$ cat src/rtl/button_reader_pkg.sv
// Shared definitions for the PMOD push-button reader.
//   btn_state_e           : per-button debounce FSM state encoding
//   DEBOUNCE_CYCLES_12MHZ : default stable-sample count (10 ms at 12 MHz)
package button_reader_pkg;

    typedef enum logic [1:0] {
        ST_RELEASED     = 2'd0,
        ST_PRESS_WAIT   = 2'd1,
        ST_PRESSED      = 2'd2,
        ST_RELEASE_WAIT = 2'd3
    } btn_state_e;

    localparam int unsigned DEBOUNCE_CYCLES_12MHZ = 120000;

endpackage : button_reader_pkg

$ cat src/rtl/debounce_fsm.sv
// One-button synchronizer + debouncer.
//   clk    : system clock
//   rst_n  : active-low reset (async assert, released synchronously by the parent)
//   pin    : raw button, active-low, asynchronous, bouncy
//   level  : debounced state, 1 = pressed (registered)
//   press  : 1-cycle pulse on each accepted release->pressed transition (registered)
// DEBOUNCE_CYCLES must be >= 2.
module debounce_fsm
    import button_reader_pkg::*;
#(
    parameter int unsigned DEBOUNCE_CYCLES = DEBOUNCE_CYCLES_12MHZ
) (
    input  logic clk,
    input  logic rst_n,
    input  logic pin,
    output logic level,
    output logic press
);

    localparam int unsigned CW = (DEBOUNCE_CYCLES > 2) ? $clog2(DEBOUNCE_CYCLES) : 1;
    localparam logic [CW-1:0] CNT_LAST = CW'(DEBOUNCE_CYCLES - 1);
    localparam logic [CW-1:0] CNT_ONE  = CW'(1);

    logic [1:0]    sync_q, sync_d;
    btn_state_e    state_q, state_d;
    logic [CW-1:0] cnt_q, cnt_d;
    logic          level_q, level_d;
    logic          press_q, press_d;
    logic          s;

    // Synchronized and inverted: 1 = pressed.
    assign s = ~sync_q[1];

    always_comb begin
        sync_d  = {sync_q[0], pin};
        state_d = state_q;
        cnt_d   = cnt_q;
        level_d = level_q;
        press_d = 1'b0;
        unique case (state_q)
            ST_RELEASED: begin
                if (s) begin
                    // The sample that leaves RELEASED already counts as the first
                    // stable one, so the qualifying run is exactly DEBOUNCE_CYCLES
                    // samples and the pin-to-level latency is 2+DEBOUNCE_CYCLES.
                    state_d = ST_PRESS_WAIT;
                    cnt_d   = CNT_ONE;
                end
            end
            ST_PRESS_WAIT: begin
                if (!s) begin
                    state_d = ST_RELEASED;
                end else if (cnt_q == CNT_LAST) begin
                    state_d = ST_PRESSED;
                    level_d = 1'b1;
                    press_d = 1'b1;
                end else begin
                    cnt_d = cnt_q + CNT_ONE;
                end
            end
            ST_PRESSED: begin
                if (!s) begin
                    state_d = ST_RELEASE_WAIT;
                    cnt_d   = CNT_ONE;
                end
            end
            ST_RELEASE_WAIT: begin
                if (s) begin
                    // Release bounce: back to PRESSED without a new press pulse.
                    state_d = ST_PRESSED;
                end else if (cnt_q == CNT_LAST) begin
                    state_d = ST_RELEASED;
                    level_d = 1'b0;
                end else begin
                    cnt_d = cnt_q + CNT_ONE;
                end
            end
            default: begin
                state_d = ST_RELEASED;
            end
        endcase
    end

    always_ff @(posedge clk or negedge rst_n) begin
        if (!rst_n) begin
            sync_q  <= 2'b11;
            state_q <= ST_RELEASED;
            cnt_q   <= '0;
            level_q <= 1'b0;
            press_q <= 1'b0;
        end else begin
            sync_q  <= sync_d;
            state_q <= state_d;
            cnt_q   <= cnt_d;
            level_q <= level_d;
            press_q <= press_d;
        end
    end

    assign level = level_q;
    assign press = press_q;

endmodule : debounce_fsm

$ cat src/rtl/button_reader.sv
// PMOD push-button reader: debounced levels, press pulses and a press counter.
//   clk       : system clock (12 MHz)
//   rst_btn   : active-low reset, async assert, synchronously released
//   pmod      : raw buttons, active-low, asynchronous, bouncy
//   btn_level : debounced state per button, 1 = pressed
//   btn_press : 1-cycle pulse per accepted press
//   led       : press counter (btn 0 increments, btn 1 clears, clear wins)
module button_reader
    import button_reader_pkg::*;
#(
    parameter int unsigned NUM_BTNS        = 2,
    parameter int unsigned DEBOUNCE_CYCLES = DEBOUNCE_CYCLES_12MHZ,
    parameter int unsigned CNT_WIDTH       = 3
) (
    input  logic                 clk,
    input  logic                 rst_btn,
    input  logic [NUM_BTNS-1:0]  pmod,
    output logic [NUM_BTNS-1:0]  btn_level,
    output logic [NUM_BTNS-1:0]  btn_press,
    output logic [CNT_WIDTH-1:0] led
);

    logic [1:0]           rst_sync_q, rst_sync_d;
    logic                 rst_n;
    logic [CNT_WIDTH-1:0] led_q, led_d;

    // Reset asserts immediately but is released two clocks after rst_btn rises.
    assign rst_sync_d = {rst_sync_q[0], 1'b1};
    assign rst_n      = rst_sync_q[1];

    always_ff @(posedge clk or negedge rst_btn) begin
        if (!rst_btn) begin
            rst_sync_q <= 2'b00;
        end else begin
            rst_sync_q <= rst_sync_d;
        end
    end

    for (genvar i = 0; i < NUM_BTNS; i++) begin : g_btn
        debounce_fsm #(
            .DEBOUNCE_CYCLES(DEBOUNCE_CYCLES)
        ) u_debounce (
            .clk   (clk),
            .rst_n (rst_n),
            .pin   (pmod[i]),
            .level (btn_level[i]),
            .press (btn_press[i])
        );
    end

    always_comb begin
        led_d = led_q;
        if (btn_press[1]) begin
            led_d = '0;
        end else if (btn_press[0]) begin
            led_d = led_q + CNT_WIDTH'(1);
        end
    end

    always_ff @(posedge clk or negedge rst_n) begin
        if (!rst_n) begin
            led_q <= '0;
        end else begin
            led_q <= led_d;
        end
    end

    assign led = led_q;

endmodule : button_reader
$ cat config.mk
export PLATFORM = sky130hd
export DESIGN_NAME = button_reader
export DESIGN_NICKNAME = d
export VERILOG_FILES = /design/src/rtl/button_reader_pkg.sv /design/src/rtl/debounce_fsm.sv /design/src/rtl/button_reader.sv
export SDC_FILE = /design/constraint.sdc
export NUM_CORES = 1
export LEC_CHECK = 0
export CAP_MARGIN = 20
export CORE_MARGIN = 1.5
export CORE_UTILIZATION = 40
export CTS_BUF_LIST = sky130_fd_sc_hd__clkbuf_8
export DETAILED_ROUTE_END_ITERATION = 8
export GPL_TIMING_DRIVEN = 0
export HOLD_SLACK_MARGIN = 0.06
export PLACE_DENSITY_LB_ADDON = 0.2
export RECOVER_POWER = 25
export SYNTH_ARGS = -nofsm -noshare
export SYNTH_HDL_FRONTEND = slang
export SYNTH_SLANG_ARGS = --single-unit
$ cat constraint.sdc
create_clock -name clk -period 2.8 [get_ports clk]
set_clock_uncertainty 0.1 [all_clocks]
set_input_delay 0.42 -clock clk [delete_from_list [all_inputs] [get_ports clk]]
set_output_delay 0.42 -clock clk [all_outputs]
set_load 0.02 [all_outputs]
==> impl_metrics.csv, run 1 <==
group,metric,value,unit
outcome,status,"finished, final reports clean",
power_and_ir_drop,p_leak,1.282,nW
flow_run,cap_viol_max_count,0,
clocking,clock_latency,310,ps
clocking,clkTransAtPathRegs,100,ps
drt,first_pass_iters,4,
critical_path,worstSetupStartpointType,"flip-flop",
global_route,gr-usage-met3,3.343,%
placed_design,globalplace.congestion,0.7877,
logic_synthesis,synth.distinct_cells,53,
layout,drive_above_1_share,10.07,%
logic_synthesis,ys.flop_type,"dfrtp_1",
sta,worst_slew_pin_slew,705.9,ps
die,die_h,84.26,microns
die,io_pins,11,
logic_synthesis,synthArstFlopShare,100.0,%
logic_synthesis,syn_avg_cell_area,9.819,sq um
logic_synthesis,synth_top_family_by_area,"simple AND/OR/NAND/NOR gates",
global_route,grt_util_met1,24.06,%
layout,finalCoreUtilization,46.48,%
logic_synthesis,synth-seq-cells,51,
global_route,busiest_layer,"met2",
logic_synthesis,synth_xor_area_share,4.974,%
layout,nets,294,
global_route,grt_max_degree,36,
die,start_util,41.60,%
die,die_x,84.26,microns
layout,multi_input_area,0.001269,sq mm
clocking,cts_root_buffer,"clkbuf_8",
logic_synthesis,syn_nets,276,
sta,fin_crit,2008,ps
clocking,cts_setup_buffers,0,
min_path,hp-class,"flip-flop to asynchronous set/reset pin",
drt,drtIter0Drc,102,
global_route,grt_pass1_vias,1904,
placed_design,port-buffer-count,10,
logic_synthesis,yosys_warnings,0,
global_route,grt-ovfl-total,0,
global_route,grt_pass1_wl,9.453,mm
global_route,globalRouteTotalUtil,16.35,%
clocking,cts_buffers,5,
clocking,clk_path_buf_depth,2,
logic_synthesis,synthAdderAreaFrac,1.421,%
sta,setup_violations,0,
power_and_ir_drop,power_density,456.5,mW/mm^2
layout,area_growth,11.75,%
logic_synthesis,synthSimpleGateAreaFrac,26.24,%
logic_synthesis,ys_seq_area_share,48.51,%
drt,finalWirelength,5.323,mm
global_route,antenna_found_initial,0,
drt,drt-vias-per-instance,5.660,
sta,hold_viol_final,0,
clocking,hold_buffers,0,
clocking,cts.sinks,51,
global_route,use_met2,24.29,%
critical_path,cp.required,2280,ps
critical_path,crit_type,"flip-flop to primary output",
sta,finalCritPeriodShare,71.71,%
critical_path,cp_max_fo,4,
die,core,0.006350,sq mm
clocking,htreeDepth,2,
critical_path,end_kind,"primary output",
power_and_ir_drop,ir_worst_vdd,185.3,uV
sta,fmax,498.0,MHz
logic_synthesis,synth_compound_area_share,12.84,%
critical_path,worstPathArrival,1490,ps
clocking,cts_resized,0,
sta,relSlewSlack,52.78,%
die,dieArea,0.007100,sq mm
drt,wire_per_inst,14.58,microns
die,placementRows,29,
logic_synthesis,synthMuxAreaShare,2.416,%
layout,register_area,0.001281,sq mm
drt,antenna_left,0,
sta,drv_slew,0,
sta,setup_tns,0,ps
drt,drc,0,
clocking,cts_tree,"done",
layout,num_antenna_cells,0,
sta,rsz0062_at_grt,"no",
logic_synthesis,synth-edff-count,0,
logic_synthesis,synth_area,0.002641,sq mm
logic_synthesis,synthCells,269,
placed_design,place_hpwl,3.689,mm
drt,vias,2066,
layout,nFillCells,604,
## through the flow
stage          setup WS (ps)  power (mW)  area [sq um]  hold slack [ps]  instances
2_1_floorplan          961.6      0.8776          2641            24.41        269
3_3_place_gp           505.6      0.9095          2838            236.6        356
3_5_place_dp           816.9      0.9151          2859            93.36        357
4_1_cts                764.1       1.369          2953            87.66        365
5_1_grt                646.1       1.416          2952            221.7        365
6_report               792.0       1.347          2952            171.2        365
## Yosys cell counts, drive strengths merged, types with 2 or more instances
cell type / n / area [sq um]
dfrtp: 47 / 1176
nand2: 23 / 86.33
nor2: 23 / 86.33
nand3: 20 / 100.1
a21oi: 15 / 75.07
a22o: 10 / 87.58
and3: 10 / 67.56
nand4: 9 / 62.56
nor3: 9 / 45.04
xnor2: 9 / 78.83
clkbuf: 8 / 30.03
o21ai: 8 / 40.04
buf: 6 / 38.78
inv: 6 / 22.52
xor2: 6 / 52.55
and4: 5 / 46.29
a31oi: 4 / 25.02
dfstp: 4 / 105.1
nor4: 4 / 37.53
ha: 3 / 37.54
mux2: 3 / 33.78
mux2i: 3 / 30.03
nand4b: 3 / 26.28
o211ai: 3 / 22.52
a21o: 2 / 15.01
and2: 2 / 12.52
and4b: 2 / 20.02
o221ai: 2 / 17.52
o31ai: 2 / 15.01
or4: 2 / 15.01
## per-layer routing
metal / vias up / wire, microns
met5: - / 0
met4: 0 / 40
met3: 4 / 159
met2: 38 / 2367
met1: 999 / 2756
li1: 1025 / -
## final timing paths
kind | startpoint | to | slack [ps] | depth (start not counted)
worst max-delay path | g_btn[0].u_debounce.press | btn_press[0] | 790 | 2
worst min-delay path | rst_sync_q[1] | g_btn[1].u_debounce.cnt_q[9] | 170 | 0
worst max register to register | g_btn[1].u_debounce.sync_q[1] | g_btn[1].u_debounce.cnt_q[4] | 820 | 4
worst min register to register | rst_sync_q[1] | g_btn[1].u_debounce.cnt_q[9] | 170 | 0
max in group asynchronous | rst_sync_q[1] | g_btn[1].u_debounce.sync_q[0] | 1750 | 1
min in group clk | rst_sync_q[0] | rst_sync_q[1] | 260 | 0
## logic make-up after synthesis
logic type | count (synthesis)
other | 1
AND/OR/NAND/NOR | 122
flip-flops | 51
buffers and inverters | 20
multiplexers | 6
adder cells (fa/ha/maj) | 3
AO/OA/AOI/OAI | 51
XOR/XNOR | 15
## final cells by class
class	count	share of cell area, %
inverters	6	0.7630
repair buffers	11	4.070
flip-flops and latches	51	43.41
well taps	77	3.264
plain buffers	14	2.331
clock inverters	3	0.8478
clock buffers	5	2.331
multi-input cells	198	42.98
## power breakdown
part | switching, mW | internal (mW)
combinational | 0.0594 | 0.0387
clock | 0.270 | 0.179
sequential | 0.0355 | 0.765
total | 0.365 | 0.983
## state kept, by name, indices dropped and copies added, names as in the netlist, named ones only
| signal | count |
|---|---|
| g_btn.u_debounce.cnt_q | 34 |
| g_btn.u_debounce.level | 2 |
| g_btn.u_debounce.press | 2 |
| g_btn.u_debounce.state_q | 2 |
| g_btn.u_debounce.sync_q | 4 |
| led | 3 |
| rst_sync_q | 2 |
## cell usage in the layout, fill, tap and decap left out, types with 4 or more instances in the layout
cell type and instances:
xnor2_1 9, clkdlybuf4s50_1 7, buf_4 4, clkbuf_8 5, a22o_1 10, and3_1 9, nand3_1 20, inv_1 6
nand2_1 23, xor2_1 6, and4_1 4, nor3_1 9, nor2_1 23, a21oi_1 15, o21ai_0 8, clkbuf_1 8
dfrtp_1 47, a31oi_1 4, nand4_1 8, dfstp_2 4
## worst max-delay path, stage by stage, from the launching register on
cell	delay (ps)
dfrtp_1	450
buf_4	140
clkdlybuf4s50_1	580
Power figures use the tool's default switching activity.
==> run 2: changes to the inputs <==
==> constraint.sdc (replaced) <==
create_clock -name clk -period 1.66 [get_ports clk]
set_clock_uncertainty 0.1 [all_clocks]
set_input_delay 0.249 -clock clk [delete_from_list [all_inputs] [get_ports clk]]
set_output_delay 0.249 -clock clk [all_outputs]
set_load 0.02 [all_outputs]
==> impl_metrics.csv, run 2 (synthesis results as in run 1) <==
group,metric,value,unit
sta,finalCritPeriodShare,115.7,%
drt,vias,2287,
layout,num_antenna_cells,0,
layout,largest_register_ff_count,34,
power_and_ir_drop,internal_power,1.814,mW
power_and_ir_drop,seqPwrFrac,55.0,%
power_and_ir_drop,power_density,676.2,mW/mm^2
power_and_ir_drop,ir_worst_vdd,359.2,uV
drt,drt-vias-per-instance,5.718,
critical_path,reg2reg_slack,-260,ps
die,io_pins,11,
outcome,status,"complete, but fails checks",
die,core,0.006350,sq mm
sta,drv_slew,0,
layout,finalNonFillerCells,400,
clocking,cts.sinks,51,
critical_path,worstSetupStartpointType,"flip-flop",
drt,antenna_left,0,
layout,most-common-layout-cells,"dfrtp_1 (38), buf_4 (36), nor2_1 (21)",
placed_design,dp.cells,357,
flow_run,cap_viol_max_count,0,
outcome,violations,"negative setup slack",
critical_path,cp_max_fo,4,
layout,drive_above_1_share,38.39,%
drt,wl_met3,195,microns
die,die_x,84.26,microns
power_and_ir_drop,switching_share,26.24,%
layout,nFillCells,522,
power_and_ir_drop,p_sw,645.5,uW
clocking,cts_tree,"done",
critical_path,cp.required,1820,ps
power_and_ir_drop,combinationalPowerShare,11.7,%
critical_path,end_kind,"flip-flop",
layout,max_flop_register,"g_btn.u_debounce.cnt_q",
clocking,cts_buffers,5,
die,die_h,84.26,microns
clocking,clkTransAtPathRegs,100,ps
critical_path,crit_type,"flip-flop to flip-flop",
drt,first_pass_iters,4,
global_route,grt_pass1_vias,2127,
global_route,grt-ovfl-total,0,
drt,wire_per_inst,15.73,microns
sta,fin_crit,1920,ps
die,start_util,41.60,%
power_and_ir_drop,p_leak,1.620,nW
layout,nets,329,
placed_design,globalplace.congestion,0.7933,
die,placementRows,29,
drt,drc,0,
drt,routed-wl-met2,2.973,mm
global_route,grt_pass1_wl,10.15,mm
die,dieArea,0.007100,sq mm
drt,finalWirelength,6.293,mm
drt,drtIter0Drc,211,
placed_design,place_hpwl,3.704,mm
critical_path,r2r_cells,6,
global_route,antenna_found_initial,0,
power_and_ir_drop,finalPower,2.460,mW
drt,drt-met1-wl,3.043,mm
clocking,htreeDepth,2,
placed_design,pre_cts_slack,-352.7,ps
sta,setup_ws,-259.9,ps
clocking,clock_latency,310,ps
sta,fmax,520.9,MHz
clocking,clk_path_buf_depth,2,
layout,final_common_cell,"dfrtp_1",
sta,setup_violations,22,
sta,hold_viol_final,0,
critical_path,rr_endpoint,"g_btn[0].u_debounce.cnt_q[10]",
sta,rsz0062_at_grt,"yes",
power_and_ir_drop,pwr-share-clk,33.3,%
global_route,grt_max_degree,39,
global_route,globalRouteTotalUtil,17.69,%
sta,hold_slack,55.17,ps
drt,top_layer,"met4",
critical_path,worstPathArrival,2080,ps
layout,area_growth,37.71,%
clocking,cts_root_buffer,"clkbuf_8",
critical_path,r2r_start,"g_btn[0].u_debounce.cnt_q[1]",
placed_design,port-buffer-count,10,
min_path,hp-class,"flip-flop to asynchronous set/reset pin",
-- run 2: cell count changes in the layout (fill, tap and decap cells not counted), moves of 7 or more --
cell / change
dfrtp_2: +9
clkbuf_1: -7
dfrtp_1: -9
buf_4: +32
-- run 2: worst max-delay path by stage --
stage / startpoint / end / depth (start not counted)
detailed placement: g_btn[0].u_debounce.cnt_q[0] / g_btn[0].u_debounce.cnt_q[15] / 5
finish: g_btn[0].u_debounce.cnt_q[1] / g_btn[0].u_debounce.cnt_q[10] / 6
global route: g_btn[0].u_debounce.cnt_q[1] / g_btn[0].u_debounce.cnt_q[10] / 6
CTS: g_btn[0].u_debounce.cnt_q[1] / g_btn[0].u_debounce.cnt_q[10] / 6
floorplan: g_btn[0].u_debounce.cnt_q[0] / g_btn[0].u_debounce.cnt_q[10] / 6
global placement: rst_sync_q[1] / g_btn[1].u_debounce.cnt_q[7] / 0
-- run 2: power groups by stage --
| stage | Clock [mW] | Combinational [mW] | Sequential [mW] |
|---|---|---|---|
| floorplan | 0 | 0.110 | 1.37 |
| detailed placement | 0 | 0.171 | 1.38 |
| CTS | 0.834 | 0.243 | 1.35 |
| finish | 0.819 | 0.288 | 1.35 |
| global route | 0.883 | 0.318 | 1.36 |
| global placement | 0 | 0.146 | 1.39 |
-- run 2: timing repair --
item,4_1_cts,5_1_grt
endpoints found under the hold margin,2,0
endpoints found under the setup margin,46,40
gates resized for setup,54,49
gates cloned,0,0
hold buffers,1,0
pin swaps,19,16
buffers inserted,27,9
-- run 2: routing by layer --
metal,GRT usage (%),vias up
li1,-,1086
met2,27.49,37
met4,4.620,0
met5,0,-
met1,25.38,1155
met3,3.540,9
-- run 2: worst max-delay path, cell delays in order, from the launching register on --
cell and delay (ps):
dfrtp_1 420, ha_2 210, and3_4 190, and4_4 270, nand4_1 110, or4b_1 480, nand3_1 90
-- run 2: cell type report --
| cell class | count | area [sq um] | share of cell area, % |
|---|---|---|---|
| Tap cell | 77 | 96.34 | 2.649 |
| Timing Repair Buffer | 48 | 439.2 | 12.07 |
| Buffer | 12 | 86.33 | 2.374 |
| Multi-Input combinational cell | 198 | 1597 | 43.89 |
| Sequential cell | 51 | 1292 | 35.53 |
| Inverter | 6 | 22.52 | 0.6192 |
| Clock buffer | 7 | 96.34 | 2.649 |
| Clock inverter | 1 | 7.507 | 0.2064 |
-- run 2: per-stage QoR --
stage / setup TNS (ps) / area, sq um / utilization (%)
after detailed placement: -5973 / 2867 / 45.14
after CTS: -1515 / 3369 / 53.06
after global placement: -33500 / 2845 / 44.81
after floorplan: -555.3 / 2649 / -
final: -2585 / 3637 / 57.28
after global routing: -3953 / 3637 / 57.28
